$ cat config.mk
export PLATFORM = sky130hd
export DESIGN_NAME = chacha_block_ctrl
export DESIGN_NICKNAME = d
export VERILOG_FILES = /design/src/rtl/chacha_pkg.sv /design/src/rtl/chacha_shift_sched.sv /design/src/rtl/chacha_block_ctrl.sv
export SDC_FILE = /design/constraint.sdc
export NUM_CORES = 1
export LEC_CHECK = 0
export ABC_AREA = 0
export ABC_CLOCK_PERIOD_IN_PS = 4700
export BUFFER_PORTS_ARGS = -buffer_cell sky130_fd_sc_hd__clkbuf_2
export CAP_MARGIN = 20
export CORE_ASPECT_RATIO = 0.8
export CORE_MARGIN = 2
export CORE_UTILIZATION = 45
export CTS_CLUSTER_DIAMETER = 60
export DETAILED_ROUTE_END_ITERATION = 8
export HOLD_SLACK_MARGIN = 0.12
export PLACE_DENSITY = 0.75
export SLEW_MARGIN = 25
export SYNTH_ARGS = -nofsm -noshare
export SYNTH_HDL_FRONTEND = slang
export SYNTH_HIERARCHICAL = 1
export SYNTH_SLANG_ARGS = --single-unit
$ cat constraint.sdc
create_clock -name clk -period 4.7 [get_ports clk]
set_input_delay 0.235 -clock clk [delete_from_list [all_inputs] [get_ports clk]]
set_output_delay 0.235 -clock clk [all_outputs]
set_load 0.03 [all_outputs]
$ cat src/rtl/chacha_pkg.sv
// Shared types and constants for the ChaCha block sequencer.
package chacha_pkg;

    typedef enum logic [3:0] {
        IDLE,
        CLEAR,
        COL_CALC,
        DIAG_SHIFT,
        DIAG_CALC,
        UNDIAG_SHIFT,
        ADD_BACK,
        STREAM,
        INC_CTR
    } state_t;

    localparam int CALC_CYCLES  = 4;
    localparam int SHIFT_CYCLES = 6;
    localparam int BLOCK_BYTES  = 64;

    localparam logic [1:0] STEP_0 = 2'd0;
    localparam logic [1:0] STEP_1 = 2'd1;
    localparam logic [1:0] STEP_2 = 2'd2;
    localparam logic [1:0] STEP_3 = 2'd3;

endpackage

$ cat src/rtl/chacha_shift_sched.sv
// Step sequence for the shift-ring phases: diagonalise rotates b,c,d by 1,2,3;
// undiagonalise brings them back with the complementary rotation counts.
module chacha_shift_sched
    import chacha_pkg::*;
(
    input  logic       clk,
    input  logic       rst_n,
    input  logic       run,
    input  logic       undiag,
    output logic [1:0] step,
    output logic       last
);

    logic [2:0] phase;

    assign last = run && (phase == 3'(SHIFT_CYCLES - 1));

    always_ff @(posedge clk) begin
        if (!rst_n) begin
            phase <= '0;
        end else if (run && !last) begin
            phase <= phase + 3'd1;
        end else begin
            phase <= '0;
        end
    end

    always_comb begin
        step = STEP_0;
        if (run) begin
            if (undiag) begin
                case (phase)
                    3'd0, 3'd1, 3'd2: step = STEP_1;
                    3'd3, 3'd4:       step = STEP_2;
                    default:          step = STEP_3;
                endcase
            end else begin
                case (phase)
                    3'd0:       step = STEP_1;
                    3'd1, 3'd2: step = STEP_2;
                    default:    step = STEP_3;
                endcase
            end
        end
    end

endmodule

$ cat src/rtl/chacha_block_ctrl.sv
// Sequencer for the four-column ChaCha quarter-round array: host load,
// double-round schedule, add-back, keystream streaming and counter increment.
module chacha_block_ctrl
    import chacha_pkg::*;
#(
    parameter int DOUBLE_ROUNDS = 10
) (
    input  logic       clk,
    input  logic       rst_n,
    input  logic       start,
    output logic       busy,
    output logic       done,
    input  logic       wr_en,
    input  logic [5:0] wr_addr,
    input  logic [7:0] wr_data,
    output logic       wr_ready,
    output logic       out_valid,
    input  logic       out_ready,
    output logic [7:0] out_data,
    output logic       out_last,
    output logic       q_write,
    output logic       q_calc,
    output logic       q_shift,
    output logic       q_add_back,
    output logic       q_clear,
    output logic       q_inc_ctr,
    output logic [1:0] q_step,
    output logic [5:0] q_addr,
    output logic [7:0] q_data_in,
    input  logic [7:0] q_data_out
);

    state_t     state;
    logic [1:0] calc_ph;
    logic [3:0] dr_cnt;
    logic [5:0] byte_idx;
    logic       in_calc;
    logic       in_shift;
    logic       shift_last;
    logic [1:0] shift_step;

    assign in_calc  = (state == COL_CALC) || (state == DIAG_CALC);
    assign in_shift = (state == DIAG_SHIFT) || (state == UNDIAG_SHIFT);

    chacha_shift_sched u_shift (
        .clk    (clk),
        .rst_n  (rst_n),
        .run    (in_shift),
        .undiag (state == UNDIAG_SHIFT),
        .step   (shift_step),
        .last   (shift_last)
    );

    assign busy      = (state != IDLE);
    assign wr_ready  = (state == IDLE);
    assign q_write   = wr_ready && wr_en;
    assign q_data_in = wr_data;
    assign out_data  = q_data_out;
    assign out_last  = out_valid && (byte_idx == 6'(BLOCK_BYTES - 1));
    assign q_step    = in_calc ? calc_ph : (in_shift ? shift_step : STEP_0);

    // The host owns the address in IDLE; the streamer owns it in STREAM.
    always_comb begin
        q_addr = '0;
        if (state == IDLE) begin
            q_addr = wr_addr;
        end else if (state == STREAM) begin
            q_addr = byte_idx;
        end
    end

    always_ff @(posedge clk) begin
        if (!rst_n) begin
            state      <= IDLE;
            calc_ph    <= '0;
            dr_cnt     <= '0;
            byte_idx   <= '0;
            q_calc     <= 1'b0;
            q_shift    <= 1'b0;
            q_add_back <= 1'b0;
            q_clear    <= 1'b0;
            q_inc_ctr  <= 1'b0;
            out_valid  <= 1'b0;
            done       <= 1'b0;
        end else begin
            q_calc     <= 1'b0;
            q_shift    <= 1'b0;
            q_add_back <= 1'b0;
            q_clear    <= 1'b0;
            q_inc_ctr  <= 1'b0;
            done       <= 1'b0;
            case (state)
                IDLE: begin
                    if (start) begin
                        state   <= CLEAR;
                        q_clear <= 1'b1;
                        dr_cnt  <= '0;
                        calc_ph <= '0;
                    end
                end
                CLEAR: begin
                    state  <= COL_CALC;
                    q_calc <= 1'b1;
                end
                COL_CALC, DIAG_CALC: begin
                    calc_ph <= calc_ph + 2'd1;
                    if (calc_ph == 2'(CALC_CYCLES - 1)) begin
                        state   <= (state == COL_CALC) ? DIAG_SHIFT : UNDIAG_SHIFT;
                        q_shift <= 1'b1;
                    end else begin
                        q_calc <= 1'b1;
                    end
                end
                DIAG_SHIFT: begin
                    if (shift_last) begin
                        state  <= DIAG_CALC;
                        q_calc <= 1'b1;
                    end else begin
                        q_shift <= 1'b1;
                    end
                end
                UNDIAG_SHIFT: begin
                    if (shift_last) begin
                        dr_cnt <= dr_cnt + 4'd1;
                        if (dr_cnt + 4'd1 == 4'(DOUBLE_ROUNDS)) begin
                            state      <= ADD_BACK;
                            q_add_back <= 1'b1;
                        end else begin
                            state  <= COL_CALC;
                            q_calc <= 1'b1;
                        end
                    end else begin
                        q_shift <= 1'b1;
                    end
                end
                ADD_BACK: begin
                    state     <= STREAM;
                    out_valid <= 1'b1;
                    byte_idx  <= '0;
                end
                STREAM: begin
                    if (out_ready) begin
                        if (byte_idx == 6'(BLOCK_BYTES - 1)) begin
                            state     <= INC_CTR;
                            out_valid <= 1'b0;
                            q_inc_ctr <= 1'b1;
                            done      <= 1'b1;
                        end else begin
                            byte_idx <= byte_idx + 6'd1;
                        end
                    end
                end
                INC_CTR: begin
                    state <= IDLE;
                end
                default: begin
                    state <= IDLE;
                end
            endcase
        end
    end

endmodule

==> tab_implementation.tex, run 1 <==
\begin{tabular}{lr}
\hline
Metric & Value \\
\hline
\multicolumn{2}{l}{\textbf{STA}} \\
Setup repair after global routing missed its margin & no \\
Max Fclk & 338 MHz \\
Worst-case clock skew & 0.00625 ns \\
Setup slack after layout & 1.74 ns \\
Slew Limit Fails & 0 \\
Setup Total Neg Slack & 0 ns \\
Final period util & 62.9\% \\
Final number of hold-violating endpoints & 0 \\
Post-layout minimum cycle time & 2.96 ns \\
Final setup violation count & 0 \\
Measured slew at the worst slew-check pin & 0.882 ns \\
Worst rel slew slack & 41.1\% \\
\multicolumn{2}{l}{\textbf{Worst hold path}} \\
Startpoint of the worst hold path & start \\
Hold-critical path endpoint & q\_clear \\
Class of the worst hold path & in -> reg \\
Number of stages on the worst hold path & 2 \\
\multicolumn{2}{l}{\textbf{Floorplan}} \\
Core region area & 3750 sq um \\
DIE WIDTH & 73.8 microns \\
Initial standard-cell utilization of the core & 46.7\% \\
Total Die Area & 4410 sq um \\
Die height & 59.8 microns \\
I/O pin count & 62 \\
Count of standard-cell rows & 20 \\
\multicolumn{2}{l}{\textbf{Outcome}} \\
Status & finished clean \\
\multicolumn{2}{l}{\textbf{GRT}} \\
Number of antenna violations at the first check in global routing & 0 \\
Pin count of the biggest net entering global routing & 22 \\
First-pass GRT wire length & 5.89 mm \\
Vias in the first global route & 1,331 \\
Remaining Overflow, GRT & 0 \\
Total routing usage reported by global routing & 16.9\% \\
\multicolumn{2}{l}{\textbf{CTS}} \\
Clk sinks & 25 \\
Maximum root-to-sink buffer count & 2 \\
Clock root cell & sky130\_fd\_sc\_hd\_\_clkbuf\_8 \\
Clock insertion delay at the later pin of the skew report & 0.27 ns \\
Post-CTS Setup Bufs & 0 \\
Clock-pin slew on the worst setup and hold paths & 0.09 ns \\
Number of hold buffers added after cts & 0 \\
TritonCTS Buffers & 3 \\
Clock tree from TritonCTS & done \\
\# H-tree levels & 1 \\
Post-CTS sizing & 0 \\
\multicolumn{2}{l}{\textbf{Critical path}} \\
Worst endpoint data arrival time & 3.12 ns \\
Data required, critical path & 4.87 ns \\
Reg-to-Reg Start & state[0] \\
R2r endpoint & dr\_cnt[3] \\
Worst reg2reg path depth & 8 \\
Startpoint types & register \\
CP Class & reg -> reg \\
Critical path capture point type & register \\
Setup slack of the worst register-to-register path & 1.74 ns \\
Crit path max fanout & 21 \\
\multicolumn{2}{l}{\textbf{Yosys}} \\
Sequential cell area fraction in the yosys report & 28.6\% \\
Post-synthesis instance area & 1750 sq um \\
Top cell type's share of synthesized area & 28.6\% \\
Most common cell in the netlist & sky130\_fd\_sc\_hd\_\_dfxtp\_1 \\
Total of flip-flops plus latches after synthesis & 25 \\
Biggest area contributors in the synthesized netlist & sky130\_fd\_sc\_hd\_\_dfxtp\_1, sky130\_fd\_sc\_hd\_\_buf\_4, sky130\_fd\_sc\_hd\_\_ha\_1, sky130\_fd\_sc\_hd\_\_nor2\_1, sky130\_fd\_sc\_hd\_\_a21oi\_1 \\
Post-Syn Instances & 211 \\
Leading register cell type out of synthesis & sky130\_fd\_sc\_hd\_\_dfxtp\_1 \\
Number of synthesized flops with an enable pin & 0 \\
Async set-reset flop share out of synthesis & 0\% \\
Number of nets produced by synthesis & 246 \\
Yosys warning total & 6 \\
Average size of a mapped cell & 8.30 sq um \\
Largest area contributor in the netlist & sky130\_fd\_sc\_hd\_\_dfxtp\_1 \\
Synth unique cells & 51 \\
Most common library cells after synthesis & sky130\_fd\_sc\_hd\_\_dfxtp\_1, sky130\_fd\_sc\_hd\_\_nor2\_1, sky130\_fd\_sc\_hd\_\_buf\_4 \\
\multicolumn{2}{l}{\textbf{Pwr}} \\
Part of the power in the clock network & 24.2\% \\
Leakage component of the power & 0.742 nW \\
Peak ir drop on the vdd network & 162 uV \\
Fraction of power consumed by combinational cells & 29.6\% \\
Switch Pwr & 0.199 mW \\
Proportion of total power due to net switching & 37.1\% \\
Int Pwr & 0.338 mW \\
Reg power frac & 46.2\% \\
Power per Cell Area & 294 nW/um\^{}2 \\
\multicolumn{2}{l}{\textbf{Route}} \\
Via density per instance & 5.56 \\
Number of detailed-route iterations in the first pass & 4 \\
Routed length per placed instance & 13.0 microns \\
DR DRC count & 0 \\
Final Routed Wirelength & 3.41 mm \\
First-iteration detailed-routing DRC count & 152 \\
Number of nets with antenna violations after detailed routing & 0 \\
Total number of vias & 1,457 \\
\multicolumn{2}{l}{\textbf{Final layout}} \\
Layout Cell Area excl Fill & 1830 sq um \\
Area added between synthesis and finish & 4.43\% \\
Number of antenna diodes & 0 \\
Share of cells above drive strength 1 & 21.1\% \\
Number of filler cells placed in the layout & 375 \\
Multi-input logic area & 1040 sq um \\
Utilization after layout & 48.7\% \\
Layout Nets & 254 \\
Area occupied by registers & 500 sq um \\
\multicolumn{2}{l}{\textbf{Job}} \\
Max cap viols & 0 \\
\multicolumn{2}{l}{\textbf{Placed design}} \\
Post-DP HPWL & 2.53 mm \\
Instance area at placement & 1780 sq um \\
Final estimated routing congestion in global placement & 0.833 \\
Port-buffer cells & 29 \\
Worst setup timing slack at the placement stage & 1.84 ns \\
\hline
\end{tabular}
[how the worst max path moves through the flow]
| stage | cells after the start | endpoint | from | slack, ns |
|---|---|---|---|---|
| floorplan | 10 | dr_cnt[3] | state[2] | 2.66 |
| global placement | 8 | dr_cnt[3] | state[0] | 1.93 |
| detailed placement | 8 | dr_cnt[3] | state[0] | 1.84 |
| CTS | 8 | dr_cnt[3] | state[0] | 1.84 |
| global route | 8 | dr_cnt[3] | state[0] | 1.54 |
| finish | 8 | dr_cnt[3] | state[0] | 1.74 |
[flip-flops by register name, summed over array words and instances (netlist names)]
signal	cells
state	4
q_add_back	1
q_shift	1
calc_ph	2
out_valid	1
dr_cnt	4
q_calc	1
u_shift/phase	3
q_clear	1
byte_idx	6
q_inc_ctr	1
[area by class of cell]
cell class	count	share of cell area (%)
tap	44	3.01
multi-input combinational	148	56.8
inverter	12	2.46
clock buffer	4	2.46
sequential	25	27.4
timing repair buffer	29	7.93
[metrics by stage]
| step | std cells | hold WS [ns] | power, mW |
|---|---|---|---|
| after floorplan | 211 | 0.357 | 0.398 |
| after global placement | 258 | 0.470 | 0.408 |
| after detailed placement | 258 | 0.470 | 0.408 |
| after CTS | 262 | 0.224 | 0.538 |
| after global routing | 262 | 0.252 | 0.566 |
| final | 262 | 0.227 | 0.537 |
[worst max-delay path: stages, from the launching register on]
cell,delay (ns)
sky130_fd_sc_hd__dfxtp_1,0.91
sky130_fd_sc_hd__nand2b_1,0.22
sky130_fd_sc_hd__nor2_1,0.36
sky130_fd_sc_hd__and3_1,0.47
sky130_fd_sc_hd__and3_1,0.21
sky130_fd_sc_hd__a21oi_1,0.04
sky130_fd_sc_hd__or3_1,0.37
sky130_fd_sc_hd__o21ai_0,0.19
sky130_fd_sc_hd__a21oi_1,0.08
[routing by layer]
| metal | global-route usage (%) | routed length, microns |
|---|---|---|
| met5 | 0 | 0 |
| met4 | 4.68 | 31 |
| met2 | 26.4 | 1510 |
| met3 | 4.72 | 223 |
| met1 | 22.9 | 1640 |
[cell families (layout without fill, tap and decap cells)]
group | Yosys count | after routing | synth area share, %
adder cells (fa/ha/maj) | 8 | 8 | 5.71
XOR/XNOR | 5 | 5 | 2.50
buffers and inverters | 38 | 45 | 13.0
flip-flops | 25 | 25 | 28.6
AO/OA/AOI/OAI | 53 | 53 | 23.0
multiplexers | 4 | 4 | 2.29
AND/OR/NAND/NOR | 78 | 78 | 24.9
[power by group through the flow]
stage               clock (mW)  sequential, mW  combinational, mW
floorplan                    0           0.236              0.162
global placement             0           0.251              0.157
detailed placement           0           0.251              0.157
CTS                      0.134           0.246              0.158
global route             0.141           0.251              0.174
finish                   0.130           0.248              0.159
[layout by cell type, fill, tap and decap left out, types with 4 or more instances in the layout]
master                     instances
sky130_fd_sc_hd__nor2_1           24
sky130_fd_sc_hd__dfxtp_1          25
sky130_fd_sc_hd__a21oi_1          16
sky130_fd_sc_hd__and3_1            4
sky130_fd_sc_hd__inv_1            11
sky130_fd_sc_hd__ha_1              8
sky130_fd_sc_hd__xnor2_1           5
sky130_fd_sc_hd__nand3_1           6
sky130_fd_sc_hd__clkbuf_2         29
sky130_fd_sc_hd__and2_1            7
sky130_fd_sc_hd__mux2i_1           4
sky130_fd_sc_hd__nand2_1          12
sky130_fd_sc_hd__nand2b_1          4
sky130_fd_sc_hd__a22o_1            8
sky130_fd_sc_hd__o21ai_0           5
No activity file was read; power rests on OpenSTA's default activity.
==> run 2: changes to the inputs <==
- ABC_CLOCK_PERIOD_IN_PS: 4700 -> 2700
- PLACE_DENSITY: 0.75 -> 0.78
- clock period: 4.7 -> 2.7 ns (I/O delays scaled with it)
==> run 2 against run 1 <==
  * Utilization is 0.80 points higher
  * Sequential share of layout area is 0.44 points lower
  * Clock skew is 0.0034 ns lower
  * Global-route usage is 0.20 points higher
  * Critical path depth stayed put
  * Die area stayed put
  * Via count is 0.27% lower
  * Register-to-register slack worse by 1.2 ns
  * Cell count is 1.9% higher
  * Worst setup slack worse by 1.4 ns
  * Worst hold slack worse by 0.095 ns
  * Power is 76% higher
  * Critical path type is now reg -> out
  * Critical endpoint is now q_step[0]
  * Highest routed layer unchanged
==> tab_implementation.tex, run 2 (synthesized netlist as in run 1, its figures left out) <==
\begin{tabular}{lr}
\hline
Metric & Value \\
\hline
\multicolumn{2}{l}{\textbf{Outcome}} \\
Status & finished clean \\
\multicolumn{2}{l}{\textbf{Critical path}} \\
Worst setup startpoint & state[1] \\
Critical-path top delay cell & sky130\_fd\_sc\_hd\_\_dfxtp\_1 \\
Critical path capture point type & primary output \\
CP Class & reg -> out \\
Worst path cell trace & buf\_4, nand2b\_1, nor2\_1, nand2\_1, o31a\_1, o311a\_1, a22o\_1, clkbuf\_2 \\
Data required, critical path & 2.57 ns (-2.30 ns) \\
Worst endpoint data arrival time & 2.17 ns (-0.95 ns) \\
Cell count along the critical path & 8 (unchanged) \\
Crit path max fanout & 17 (-19\%) \\
Startpoint types & register \\
Highest cell delay on the worst timing path & 0.33 ns (-0.58 ns) \\
Reg-to-Reg Start & state[3] \\
Number of buffer and inverter instances along the worst setup path & 2 (+2) \\
Worst reg2reg path depth & 8 (unchanged) \\
Top cell family by delay on the critical path & compound AO/OA/AOI/OAI gates \\
\multicolumn{2}{l}{\textbf{STA}} \\
Final period util & 85.5\% \\
Worst-case clock skew & 0.00281 ns (-0.00344 ns) \\
Setup repair after global routing missed its margin & no \\
Setup slack after layout & 0.392 ns (-1.35 ns) \\
Post-layout minimum cycle time & 2.31 ns \\
Measured slew at the worst slew-check pin & 0.443 ns (-0.439 ns) \\
Setup Total Neg Slack & 0 ns (unchanged) \\
Final setup violation count & 0 (unchanged) \\
Worst rel slew slack & 70.5\% (+29 points) \\
Slew Limit Fails & 0 (unchanged) \\
Max Fclk & 433 MHz \\
Final number of hold-violating endpoints & 0 (unchanged) \\
Minimum hold slack & 0.132 ns (-0.0948 ns) \\
\multicolumn{2}{l}{\textbf{Final layout}} \\
Top library cells by usage in the layout, fill and taps aside & sky130\_fd\_sc\_hd\_\_clkbuf\_2, sky130\_fd\_sc\_hd\_\_dfxtp\_1, sky130\_fd\_sc\_hd\_\_nor2\_1, sky130\_fd\_sc\_hd\_\_a21oi\_1, sky130\_fd\_sc\_hd\_\_nand2\_1 \\
Area added between synthesis and finish & 6.14\% \\
Layout Nets & 259 (+2.0\%) \\
Number of antenna diodes & 0 (unchanged) \\
Number of flip-flops under the largest register name & 6 (unchanged) \\
Registers with the most flip-flops & byte\_idx (6), dr\_cnt (4), state (4) \\
Utilization after layout & 49.5\% (+0.80 points) \\
Share of cells above drive strength 1 & 23.3\% (+2.2 points) \\
Most common cell after layout, fill and taps aside & sky130\_fd\_sc\_hd\_\_clkbuf\_2 \\
Register with the most flip-flops & byte\_idx \\
\multicolumn{2}{l}{\textbf{CTS}} \\
Post-CTS sizing & 0 (unchanged) \\
\# H-tree levels & 1 (unchanged) \\
Clock-pin slew on the worst setup and hold paths & 0.08 ns (about the same) \\
TritonCTS Buffers & 3 (unchanged) \\
Clock root cell & sky130\_fd\_sc\_hd\_\_clkbuf\_8 \\
Clock tree from TritonCTS & done \\
Clk sinks & 25 (unchanged) \\
Post-CTS Setup Bufs & 0 (unchanged) \\
Maximum root-to-sink buffer count & 2 (unchanged) \\
Clock insertion delay at the later pin of the skew report & 0.27 ns (about the same) \\
Number of hold buffers added after cts & 0 (unchanged) \\
\multicolumn{2}{l}{\textbf{GRT}} \\
First-pass GRT wire length & 6.02 mm (+2.2\%) \\
Pin count of the biggest net entering global routing & 21 (-4.5\%) \\
Total routing usage reported by global routing & 17.1\% (+0.20 points) \\
Vias in the first global route & 1,305 (-2.0\%) \\
Number of antenna violations at the first check in global routing & 0 (unchanged) \\
Remaining Overflow, GRT & 0 (unchanged) \\
\multicolumn{2}{l}{\textbf{Route}} \\
First-iteration detailed-routing DRC count & 97 (-36\%) \\
Met3 layer wire length in the routed design & 206 microns (-7.6\%) \\
Highest metal used & met4 \\
Via density per instance & 5.44 (-2.1\%) \\
Routed length per placed instance & 12.9 microns (-0.43\%) \\
Number of detailed-route iterations in the first pass & 4 (unchanged) \\
DR WL met2 & 1.48 mm (-2.3\%) \\
DR DRC count & 0 (unchanged) \\
Final Routed Wirelength & 3.46 mm (+1.5\%) \\
Number of nets with antenna violations after detailed routing & 0 (unchanged) \\
Met1 WL & 1.74 mm (+6.2\%) \\
Total number of vias & 1,453 (-0.27\%) \\
\multicolumn{2}{l}{\textbf{Pwr}} \\
Leakage component of the power & 0.767 nW (+3.3\%) \\
Power per Cell Area & 510 nW/um\^{}2 (+74\%) \\
Peak ir drop on the vdd network & 362 uV (+120\%) \\
Final Total Pwr & 0.948 mW (+76\%) \\
\multicolumn{2}{l}{\textbf{Worst hold path}} \\
Class of the worst hold path & in -> reg \\
Number of stages on the worst hold path & 2 (unchanged) \\
Startpoint of the worst hold path & start \\
\multicolumn{2}{l}{\textbf{Floorplan}} \\
Initial standard-cell utilization of the core & 46.7\% (unchanged) \\
Core region area & 3750 sq um (unchanged) \\
Total Die Area & 4410 sq um (unchanged) \\
I/O pin count & 62 (unchanged) \\
DIE WIDTH & 73.8 microns (unchanged) \\
Die height & 59.8 microns (unchanged) \\
Count of standard-cell rows & 20 (unchanged) \\
\multicolumn{2}{l}{\textbf{Placed design}} \\
Final estimated routing congestion in global placement & 0.833 (about the same) \\
Port-buffer cells & 29 (unchanged) \\
Worst setup timing slack at the placement stage & 0.551 ns (-1.28 ns) \\
Post-DP HPWL & 2.57 mm (+1.5\%) \\
\multicolumn{2}{l}{\textbf{Job}} \\
Max cap viols & 0 (unchanged) \\
\hline
\end{tabular}
==> run 2: per-layer routing <==
metal,vias up,GRT usage (%)
met2,44,25.3
met1,650,25.3
li1,753,-
met3,6,4.38
met4,0,3.12
met5,-,0
==> run 2: worst paths after layout <==
| path | end | slack (ns) |
|---|---|---|
| hold / removal | q_clear | 0.13 |
| setup / recovery | q_step[0] | 0.39 |
| setup reg to reg | dr_cnt[3] | 0.52 |
| hold reg to reg | u_shift/phase[0] | 0.49 |
==> run 2: through the flow <==
step,area [sq um],cells
global placement,1810,263
global route,1860,267
finish,1860,267
CTS,1860,267
detailed placement,1810,263
floorplan,1750,211
==> run 2: area by class of cell <==
class,instances,area [sq um]
fill,369,1890
sequential,25,500
multi-input combinational,148,1030
clock inverter,1,5.00
timing repair buffer,34,183
clock buffer,3,41.3
tap,44,55.1
inverter,12,45.0
==> run 2: report_power, final <==
part	switching (mW)	total [mW]	internal, mW
Combinational	0.226	0.337	0.111
Sequential	0.00841	0.393	0.384
Clock	0.115	0.218	0.103
==> run 3: changes to the inputs <==
- BUFFER_PORTS_ARGS: -buffer_cell sky130_fd_sc_hd__clkbuf_2 -> not set
- DONT_BUFFER_PORTS: not set -> 1
- PLACE_DENSITY: 0.78 -> 0.64
==> run 3 against run 2 <==
  * Cell count shrank 9.0%
  * Count of clock-buffer cells in the layout grew 1
  * Critical path type unchanged
  * Power shrank 2.7%
  * Maximum frequency grew 10%
==> tab_implementation.tex, run 3 (synthesized netlist as in run 1, its figures left out) <==
\begin{tabular}{lr}
\hline
Metric & Value \\
\hline
\multicolumn{2}{l}{\textbf{Outcome}} \\
Status & finished clean \\
\multicolumn{2}{l}{\textbf{STA}} \\
Post-layout minimum cycle time & 2.09 ns (-0.214 ns) \\
Measured slew at the worst slew-check pin & 0.566 ns (+0.123 ns) \\
Setup Total Neg Slack & 0 ns (unchanged) \\
Worst rel slew slack & 62.2\% (-8.2 points) \\
Worst-case clock skew & 0.00250 ns (-0.000303 ns) \\
Final period util & 77.6\% (-7.9 points) \\
Final setup violation count & 0 (unchanged) \\
Setup repair after global routing missed its margin & no \\
Slew Limit Fails & 0 (unchanged) \\
Max Fclk & 478 MHz (+10\%) \\
Final number of hold-violating endpoints & 0 (unchanged) \\
\multicolumn{2}{l}{\textbf{Critical path}} \\
Startpoint types & register \\
CP Class & reg -> out \\
Data required, critical path & 2.57 ns (about the same) \\
Setup slack of the worst register-to-register path & 0.86 ns (+0.34 ns) \\
Critical path capture point type & primary output \\
Worst endpoint data arrival time & 1.96 ns (-0.21 ns) \\
Crit path max fanout & 4 (-13) \\
\multicolumn{2}{l}{\textbf{CTS}} \\
Clock root cell & sky130\_fd\_sc\_hd\_\_clkbuf\_8 \\
Maximum root-to-sink buffer count & 2 (unchanged) \\
Clock-pin slew on the worst setup and hold paths & 0.09 ns (about the same) \\
TritonCTS Buffers & 3 (unchanged) \\
Post-CTS sizing & 0 (unchanged) \\
Clock insertion delay at the later pin of the skew report & 0.27 ns (about the same) \\
Clk sinks & 25 (unchanged) \\
\# H-tree levels & 1 (unchanged) \\
Clock tree from TritonCTS & done \\
\multicolumn{2}{l}{\textbf{Pwr}} \\
Peak ir drop on the vdd network & 291 uV (-20\%) \\
Fraction of power consumed by combinational cells & 30.8\% (-4.7 points) \\
Reg power frac & 44.0\% (+2.6 points) \\
Switch Pwr & 0.347 mW (-0.77\%) \\
Part of the power in the clock network & 25.2\% (+2.2 points) \\
Power per Cell Area & 524 nW/um\^{}2 (+2.9\%) \\
Proportion of total power due to net switching & 37.6\% (+0.75 points) \\
Int Pwr & 0.575 mW (-3.9\%) \\
Leakage component of the power & 0.662 nW (-14\%) \\
Final Total Pwr & 0.922 mW (-2.7\%) \\
\multicolumn{2}{l}{\textbf{Placed design}} \\
Placed instance count & 236 (-10\%) \\
Final estimated routing congestion in global placement & 0.802 (-3.8\%) \\
Post-DP HPWL & 2.77 mm (+7.6\%) \\
Port-buffer cells & 0 (-100\%) \\
\multicolumn{2}{l}{\textbf{Final layout}} \\
Share of cells above drive strength 1 & 12.1\% (-11 points) \\
Number of flip-flops under the largest register name & 6 (unchanged) \\
Register with the most flip-flops & byte\_idx \\
Area added between synthesis and finish & 0.357\% \\
Top library cells by usage in the layout, fill and taps aside & sky130\_fd\_sc\_hd\_\_dfxtp\_1, sky130\_fd\_sc\_hd\_\_nor2\_1, sky130\_fd\_sc\_hd\_\_a21oi\_1, sky130\_fd\_sc\_hd\_\_nand2\_1, sky130\_fd\_sc\_hd\_\_inv\_1 \\
Multi-input logic area & 1030 sq um (unchanged) \\
Layout Nets & 235 (-9.3\%) \\
Number of filler cells placed in the layout & 383 (+3.8\%) \\
Number of antenna diodes & 0 (unchanged) \\
Registers with the most flip-flops & byte\_idx (6), dr\_cnt (4), state (4) \\
Area occupied by registers & 500 sq um (unchanged) \\
Non-filler instance count after layout & 243 (-9.0\%) \\
Most common cell after layout, fill and taps aside & sky130\_fd\_sc\_hd\_\_dfxtp\_1 \\
\multicolumn{2}{l}{\textbf{Route}} \\
Routed length per placed instance & 15.7 microns (+21\%) \\
Number of detailed-route iterations in the first pass & 4 (unchanged) \\
First-iteration detailed-routing DRC count & 80 (-18\%) \\
Total number of vias & 1,435 (-1.2\%) \\
Number of nets with antenna violations after detailed routing & 0 (unchanged) \\
Via density per instance & 5.91 (+8.5\%) \\
DR DRC count & 0 (unchanged) \\
Final Routed Wirelength & 3.81 mm (+10\%) \\
\multicolumn{2}{l}{\textbf{Floorplan}} \\
Initial standard-cell utilization of the core & 46.7\% (unchanged) \\
Total Die Area & 4410 sq um (unchanged) \\
Count of standard-cell rows & 20 (unchanged) \\
I/O pin count & 62 (unchanged) \\
Die height & 59.8 microns (unchanged) \\
DIE WIDTH & 73.8 microns (unchanged) \\
Core region area & 3750 sq um (unchanged) \\
\multicolumn{2}{l}{\textbf{GRT}} \\
Pin count of the biggest net entering global routing & 21 (unchanged) \\
Number of antenna violations at the first check in global routing & 0 (unchanged) \\
Total routing usage reported by global routing & 18.7\% (+1.6 points) \\
Vias in the first global route & 1,400 (+7.3\%) \\
First-pass GRT wire length & 6.39 mm (+6.2\%) \\
Remaining Overflow, GRT & 0 (unchanged) \\
\multicolumn{2}{l}{\textbf{Job}} \\
Max cap viols & 0 (unchanged) \\
\multicolumn{2}{l}{\textbf{Worst hold path}} \\
Class of the worst hold path & in -> reg \\
\hline
\end{tabular}
==> run 3: critical path, stage by stage (launching register included) <==
cell	delay (ns)
sky130_fd_sc_hd__dfxtp_1	0.32
sky130_fd_sc_hd__nand2b_1	0.17
sky130_fd_sc_hd__nor2_1	0.25
sky130_fd_sc_hd__nand2_1	0.09
sky130_fd_sc_hd__o31a_1	0.24
sky130_fd_sc_hd__o311a_1	0.29
sky130_fd_sc_hd__a22o_1	0.32
==> run 3: power by group through the flow <==
| stage | registers, mW | clock network, mW | logic (mW) |
|---|---|---|---|
| after detailed placement | 0.414 | 0 | 0.276 |
| after CTS | 0.406 | 0.242 | 0.284 |
| after global routing | 0.408 | 0.256 | 0.307 |
| after global placement | 0.414 | 0 | 0.269 |
| after floorplan | 0.411 | 0 | 0.281 |
| final | 0.405 | 0.233 | 0.284 |
==> run 3: through the flow <==
step / area (sq um) / hold slack, ns / setup slack (ns) / utilization (%)
finish: 1760 / 0.144 / 0.606 / 46.8
global route: 1760 / 0.196 / 0.479 / 46.8
CTS: 1760 / 0.135 / 0.588 / 46.8
detailed placement: 1680 / 0.263 / 0.901 / 44.8
global placement: 1680 / 0.260 / 0.941 / 44.8
floorplan: 1750 / 0.257 / 0.656 / -
==> run 3: timing repair <==
action	CTS	global route
hold endpoints to repair	21	0
hold buffers	3	0
buffers inserted	0	0
==> run 3: layout make-up <==
| type | count | area share, % |
|---|---|---|
| flip-flops and latches | 25 | 28.5 |
| well taps | 44 | 3.13 |
| repair buffers | 10 | 4.70 |
| multi-input cells | 148 | 58.6 |
| clock buffers | 4 | 2.56 |
| inverters | 12 | 2.56 |
==> run 3: routing by layer <==
layer | wire length [microns] | vias to the layer above | share of wire, % | global-route usage [%]
met5 | 0 | - | 0 | 0
met4 | 22 | 0 | 0.58 | 4.94
met3 | 198 | 4 | 5.2 | 5.40
met2 | 1880 | 39 | 49 | 33.2
met1 | 1710 | 686 | 45 | 22.1
li1 | - | 706 | - | -
==> run 3: final timing paths <==
check,from,end,cells past startpoint
worst max-delay path,state[3],q_step[0],6
worst min-delay path,start,calc_ph[0],3
worst max register to register,u_shift/phase[1],dr_cnt[3],8
worst min register to register,u_shift/phase[0],u_shift/phase[0],1
